### config.mk
export PLATFORM = sky130hd
export DESIGN_NAME = apb_slave_mem_flat
export DESIGN_NICKNAME = d
export VERILOG_FILES = /design/src/rtl/apb_slave_mem_if.sv /design/src/rtl/apb_slave_mem.sv /design/src/flat_wrapper.sv
export SDC_FILE = /design/constraint.sdc
export NUM_CORES = 2
export LEC_CHECK = 0
export CORE_ASPECT_RATIO = 1.75
export CORE_MARGIN = 2
export CORE_UTILIZATION = 57
export DETAILED_ROUTE_END_ITERATION = 10
export PLACE_DENSITY_LB_ADDON = 0.3
export SLEW_MARGIN = 30
export SYNTH_ARGS = -nofsm -noshare
export SYNTH_HDL_FRONTEND = slang
export SYNTH_SLANG_ARGS = --single-unit
### constraint.sdc
create_clock -name pclk -period 2.92 [get_ports pclk]
set_input_delay 0.73 -clock pclk [delete_from_list [all_inputs] [get_ports pclk]]
set_output_delay 0.73 -clock pclk [all_outputs]
set_load 0.05 [all_outputs]
### src/rtl/apb_slave_mem_if.sv
// rtl/apb_slave_mem_if.sv - APB3 bus bundle between the master driver and the memory completer
//
// Purpose: groups the APB3 request/response signals so that master and
//          completer can each take one port.
// Signals: paddr[31:0], pselx, penable, pwrite, pwdata[31:0]   master -> completer
//          pready, prdata[31:0], pslverr                        completer -> master
// Modports: master (drives requests), slave (drives responses)
interface apb_slave_mem_if;
  logic [31:0] paddr;
  logic        pselx;
  logic        penable;
  logic        pwrite;
  logic [31:0] pwdata;
  logic        pready;
  logic [31:0] prdata;
  logic        pslverr;

  modport master (
    output paddr, pselx, penable, pwrite, pwdata,
    input  pready, prdata, pslverr
  );

  modport slave (
    input  paddr, pselx, penable, pwrite, pwdata,
    output pready, prdata, pslverr
  );
endinterface

### src/rtl/apb_slave_mem.sv
// rtl/apb_slave_mem.sv - APB3 completer backed by a word-addressed register memory
//
// Purpose: accepts APB3 transfers, inserts WAIT_STATES access-phase wait cycles,
//          reads/writes a DEPTH x 32-bit memory and flags misaligned or
//          out-of-range addresses with pslverr.
// Ports:   pclk      APB clock, rising-edge state updates
//          preset_n  asynchronous active-low reset (clears FSM and memory)
//          s         apb_slave_mem_if.slave bus (paddr/pselx/penable/pwrite/pwdata in,
//                    pready/prdata/pslverr out)
module apb_slave_mem #(
  parameter int          DATA_WIDTH  = 32,
  parameter int          DEPTH       = 64,
  parameter logic [31:0] BASE_ADDR   = 32'h0000_0000,
  parameter int          WAIT_STATES = 1
) (
  input  logic          pclk,
  input  logic          preset_n,
  apb_slave_mem_if.slave s
);

  localparam int IDXW = (DEPTH > 1) ? $clog2(DEPTH) : 1;

  // The setup phase is the IDLE cycle in which pselx=1, penable=0 is seen:
  // that is where address/control are latched, so the registered state only
  // needs to distinguish "waiting for a setup" from "in the access phase".
  typedef enum logic {
    IDLE   = 1'b0,
    ACCESS = 1'b1
  } state_e;

  state_e            state_q, state_d;
  logic [2:0]        cnt_q, cnt_d;
  logic [IDXW-1:0]   idx_q, idx_d;
  logic              write_q, write_d;
  logic              err_q, err_d;

  logic [DATA_WIDTH-1:0] mem_q [DEPTH];

  logic [31:0] offset;
  logic        setup_err;
  logic        done;
  logic        viol;
  logic        wr_en;

  always_comb begin
    offset    = s.paddr - BASE_ADDR;
    // BASE_ADDR is word aligned, so offset[1:0] equals paddr[1:0].
    setup_err = (offset[1:0] != 2'b00) ||
                (s.paddr < BASE_ADDR) ||
                ((offset >> 2) >= 32'(DEPTH));

    // Completion needs the completer still selected; dropping pselx aborts.
    done = (state_q == ACCESS) && s.pselx && (cnt_q == 3'd0);
    // Access phase without a preceding setup: answer with an error at once.
    viol = preset_n && (state_q == IDLE) && s.pselx && s.penable;

    state_d = state_q;
    cnt_d   = cnt_q;
    idx_d   = idx_q;
    write_d = write_q;
    err_d   = err_q;
    wr_en   = 1'b0;

    case (state_q)
      IDLE: begin
        if (s.pselx && !s.penable) begin
          state_d = ACCESS;
          idx_d   = offset[IDXW+1:2];
          write_d = s.pwrite;
          err_d   = setup_err;
          cnt_d   = 3'(WAIT_STATES);
        end
      end
      ACCESS: begin
        if (!s.pselx) begin
          state_d = IDLE;
        end else if (cnt_q != 3'd0) begin
          cnt_d = cnt_q - 3'd1;
        end else begin
          state_d = IDLE;
          wr_en   = write_q && !err_q;
        end
      end
      default: state_d = IDLE;
    endcase
  end

  always_ff @(posedge pclk or negedge preset_n) begin
    if (!preset_n) begin
      state_q <= IDLE;
      cnt_q   <= 3'd0;
      idx_q   <= '0;
      write_q <= 1'b0;
      err_q   <= 1'b0;
    end else begin
      state_q <= state_d;
      cnt_q   <= cnt_d;
      idx_q   <= idx_d;
      write_q <= write_d;
      err_q   <= err_d;
    end
  end

  always_ff @(posedge pclk or negedge preset_n) begin
    if (!preset_n) begin
      for (int i = 0; i < DEPTH; i++) begin
        mem_q[i] <= '0;
      end
    end else if (wr_en) begin
      mem_q[idx_q] <= s.pwdata;
    end
  end

  assign s.pready  = done || viol;
  assign s.pslverr = (done && err_q) || viol;
  assign s.prdata  = (done && !write_q && !err_q) ? mem_q[idx_q] : '0;

endmodule

### src/flat_wrapper.sv
// flat-port wrapper written by rule: the top's interface ports become plain ports
module apb_slave_mem_flat 
#(
  parameter int          DATA_WIDTH  = 32,
  parameter int          DEPTH       = 64,
  parameter logic [31:0] BASE_ADDR   = 32'h0000_0000,
  parameter int          WAIT_STATES = 1
)
  (pclk, preset_n, s_paddr, s_pselx, s_penable, s_pwrite, s_pwdata, s_pready, s_prdata, s_pslverr);
  apb_slave_mem_if s_i ();
  input  logic pclk;
  input  logic preset_n;
  input wire logic [$bits(s_i.paddr)-1:0] s_paddr;
  input wire logic [$bits(s_i.pselx)-1:0] s_pselx;
  input wire logic [$bits(s_i.penable)-1:0] s_penable;
  input wire logic [$bits(s_i.pwrite)-1:0] s_pwrite;
  input wire logic [$bits(s_i.pwdata)-1:0] s_pwdata;
  output wire logic [$bits(s_i.pready)-1:0] s_pready;
  output wire logic [$bits(s_i.prdata)-1:0] s_prdata;
  output wire logic [$bits(s_i.pslverr)-1:0] s_pslverr;
  assign s_i.paddr = s_paddr;
  assign s_i.pselx = s_pselx;
  assign s_i.penable = s_penable;
  assign s_i.pwrite = s_pwrite;
  assign s_i.pwdata = s_pwdata;
  assign s_pready = s_i.pready;
  assign s_prdata = s_i.prdata;
  assign s_pslverr = s_i.pslverr;
  apb_slave_mem #(.DATA_WIDTH(DATA_WIDTH), .DEPTH(DEPTH), .BASE_ADDR(BASE_ADDR), .WAIT_STATES(WAIT_STATES)) u_core (.pclk(pclk), .preset_n(preset_n), .s(s_i));
endmodule
==> flow_metrics.env <==
export IMPL_outcome="complete, but fails checks"
export IMPL_violations="hold timing, setup timing"
export IMPL_critPathMaxFanout=5
export IMPL_cts_sinks=2060
export IMPL_syn_area_per_cell_um2=13.57
export IMPL_grt_pass1_wl_um=481400
export IMPL_power_frac_comb_pct=22.3
export IMPL_rsz0062_at_grt="yes"
export IMPL_postRouteAntennaNets=0
export IMPL_start_util_pct=57.39
export IMPL_rows=196
export IMPL_path_class="reg2out"
export IMPL_power_frac_clock_pct=36.8
export IMPL_holdWs_ns=-0.0002606
export IMPL_ctsRootBufferMaster="clkbuf_16"
export IMPL_wire_per_inst_um=35.80
export IMPL_grt_usage_pct=39.71
export IMPL_endpoint_kind="output port"
export IMPL_worst_r2r_setup_slack_ns=-0.09
export IMPL_die_x_um=310.1
export IMPL_arrival_ns=3.96
export IMPL_tightest_slew_ns=0.8976
export IMPL_synthArstFlopShare_pct=100.0
export IMPL_clk_pin_slew_ns=0.07
export IMPL_syn_area_um2=93450
export IMPL_post_place_ws_ns=-0.9790
export IMPL_synthCells=6886
export IMPL_synth_seq_area_share_pct=55.16
export IMPL_fp_dieH_um=539.6
export IMPL_post_route_worst_setup_slack_ns=-1.768
export IMPL_grt_ovfl_total=0
export IMPL_max_freq_ghz=0.2133
export IMPL_slew_viol_final=0
export IMPL_p_sw_mw=21.16
export IMPL_drc=0
export IMPL_area_growth_pct=22.33
export IMPL_reg2reg_from="u_core.idx_q[2]"
export IMPL_switching_share_pct=30.13
export IMPL_cts_tree="built"
export IMPL_antenna_found_initial=10
export IMPL_h_tree_depth=4
export IMPL_ios=103
export IMPL_port_buffers=102
export IMPL_post_route_period_util_pct=160.5
export IMPL_min_path_type="in2async"
export IMPL_yosys_top_cells_area="dfrtp_1 55%, mux2_2 23%, a221oi_1 4.1%"
export IMPL_synth_edff_count=0
export IMPL_internal_power_mw=49.07
export IMPL_cts_buffers=189
export IMPL_netlist_area_leader_share_pct=55.16
export IMPL_finalHoldViolCount=2
export IMPL_dr_pass1_iters=6
export IMPL_worstReg2RegEnd="u_core.mem_q[1155]"
export IMPL_cellLeakagePower_nw=55.64
export IMPL_drive_above_1_share_pct=49.64
export IMPL_relSlewSlack_pct=40.16
export IMPL_ir_drop_uv=553.9
export IMPL_power_density_nw_per_um2=614.3
export IMPL_final_cell_area_um2=114300
export IMPL_ys_ff_latch=2060
export IMPL_clock_path_buffers=4
export IMPL_dieArea_um2=167300
export IMPL_finalNetCount=7300
export IMPL_core_um2=162800
export IMPL_fin_crit_ns=4.688
export IMPL_first_iter_violations=7658
export IMPL_synth_top_area_cell="dfrtp_1"
export IMPL_clk_latency_ns=0.87
export IMPL_placed_cell_area_um2=102900
export IMPL_grt_max_degree=167
export IMPL_seq_power_share_pct=40.9
export IMPL_gp_congestion=0.9444
export IMPL_skew_ns=0.04420
export IMPL_startpoint_type="register"
export IMPL_synth_nets=6957
export IMPL_cp_required_ns=2.19
export IMPL_wl_um=342100
export IMPL_setup_violations=67
export IMPL_grt_pass1_vias=70670
export IMPL_synth_cell_types=62
export IMPL_maxCapViolations=0
export IMPL_vias=68510
export IMPL_place_hpwl_um=212900
export IMPL_ys_warn_count=0
export IMPL_reg2reg_depth=8
export IMPL_viasPerCell=7.168
export IMPL_ys_flop_type="dfrtp_1"
critical path, cell delays in order, from the launching register on:
cell and delay, ns:
dfrtp_4 0.51, buf_12 0.15, buf_16 0.15, mux2_2 0.29, a221oi_2 0.30, o22ai_2 0.15
a222oi_1 0.75, buf_4 0.26, a41oi_4 0.15, buf_12 0.20, buf_12 0.14
metal layers:
layer	track usage [%]	routed length, um	up-vias
li1	-	-	26640
met1	44.89	113300	35620
met2	61.67	157900	4533
met3	10.01	31840	1707
met4	36.00	39000	8
met5	0	58	-
power groups by stage:
stage / Clock (mW) / Sequential, mW / Combinational, mW
4_1_cts: 25.9 / 28.7 / 13.7
3_5_place_dp: 0 / 29.2 / 11.9
5_1_grt: 27.0 / 28.7 / 15.9
3_3_place_gp: 0 / 29.2 / 11.8
6_report: 25.9 / 28.7 / 15.6
2_1_floorplan: 0 / 29.2 / 5.38
logic make-up after synthesis:
logic type | Yosys count | share of synthesized area [%]
and+or+nand+nor | 407 | 2.182
AOI/OAI and AO/OA | 1342 | 10.79
muxes | 2295 | 27.98
DFF | 2060 | 55.16
buffers and inverters | 780 | 3.857
adders and majority gates | 2 | 0.02677
worst max path at each step:
stage	start	to	slack [ns]
after floorplan	u_core.idx_q[0]	s_prdata[24]	-0.13
after detailed placement	u_core.idx_q[0]	s_prdata[25]	-0.98
after CTS	u_core.idx_q[0]	s_prdata[29]	-1.63
final	u_core.idx_q[0]	s_prdata[29]	-1.77
after global placement	u_core.idx_q[0]	s_prdata[25]	-1.46
after global routing	u_core.idx_q[0]	s_prdata[29]	-1.75
layout by cell type, fill, tap and decap left out, types with 34 or more instances in the layout:
| cell type | Yosys | layout |
|---|---|---|
| a21oi_1 | 131 | 100 |
| clkdlybuf4s50_1 | 0 | 35 |
| nor3_1 | 72 | 37 |
| clkbuf_1 | 396 | 35 |
| mux2_1 | 144 | 144 |
| dfrtp_1 | 2060 | 2057 |
| a22oi_2 | 0 | 34 |
| o21ai_1 | 0 | 57 |
| a221oi_1 | 434 | 298 |
| a22oi_1 | 282 | 248 |
| o21ai_0 | 152 | 88 |
| nand2_1 | 85 | 38 |
| o22ai_1 | 90 | 79 |
| nor2_1 | 147 | 125 |
| buf_6 | 47 | 56 |
| clkbuf_8 | 0 | 48 |
| clkbuf_16 | 0 | 209 |
| buf_12 | 0 | 299 |
| a221oi_2 | 0 | 106 |
| o2bb2ai_1 | 42 | 35 |
| nand2_2 | 2 | 45 |
| mux2_4 | 46 | 50 |
| buf_4 | 21 | 431 |
| mux2_2 | 1912 | 1908 |
| mux2i_1 | 163 | 161 |
state kept, by name, indices dropped and copies added, names as in the netlist:
| register | count |
|---|---|
| u_core.mem_q | 2048 |
| u_core.idx_q | 6 |
| u_core.cnt_q | 3 |
| u_core.err_q | 1 |
| u_core.state_q | 1 |
| u_core.write_q | 1 |
timing repair:
item,CTS,global route
cloned,20,16
hold buffers,1,0
setup buffers,40,59
resized for setup,404,284
endpoints found under the setup margin,88,218
pin swaps,131,147
hold endpoints to repair,3,0
synth_stat cells (all sizes together), types with 7 or more instances:
cell type,instances
nor4,14
a22o,32
a221o,11
clkbuf,396
o2111a,11
a2111oi,8
a21oi,131
and3,7
mux2,2102
a22oi,282
buf,376
nor2b,7
nor3,76
a222oi,19
nand3,9
inv,8
mux4,30
o221ai,35
a41oi,9
o2bb2ai,42
nand2,104
or3,12
o31ai,11
o21a,8
mux2i,163
o21ai,152
a31oi,31
o221a,7
o22ai,90
a221oi,434
dfrtp,2060
nor2,155
stage by stage:
step | TNS, ns | total power, mW | instances | utilization, %
final | -47.62 | 70.23 | 9557 | 70.20
after detailed placement | -113.90 | 41.12 | 9090 | 63.16
after global routing | -46.77 | 71.62 | 9551 | 70.20
after floorplan | -1.352 | 34.57 | 6886 | -
after CTS | -43.18 | 68.24 | 9483 | 68.79
after global placement | -97.31 | 41.00 | 9089 | 63.16
area by class of cell:
| type | instances | area [um2] |
|---|---|---|
| clock inverter | 57 | 730.7 |
| inverter | 8 | 42.54 |
| timing repair buffer | 924 | 12100 |
| tap | 2178 | 2725 |
| multi-input combinational | 4046 | 41520 |
| clock buffer | 276 | 5622 |
| antenna | 8 | 20.02 |
| sequential | 2060 | 51560 |
| fill | 10380 | 48520 |
Power figures use the tool's default switching activity.
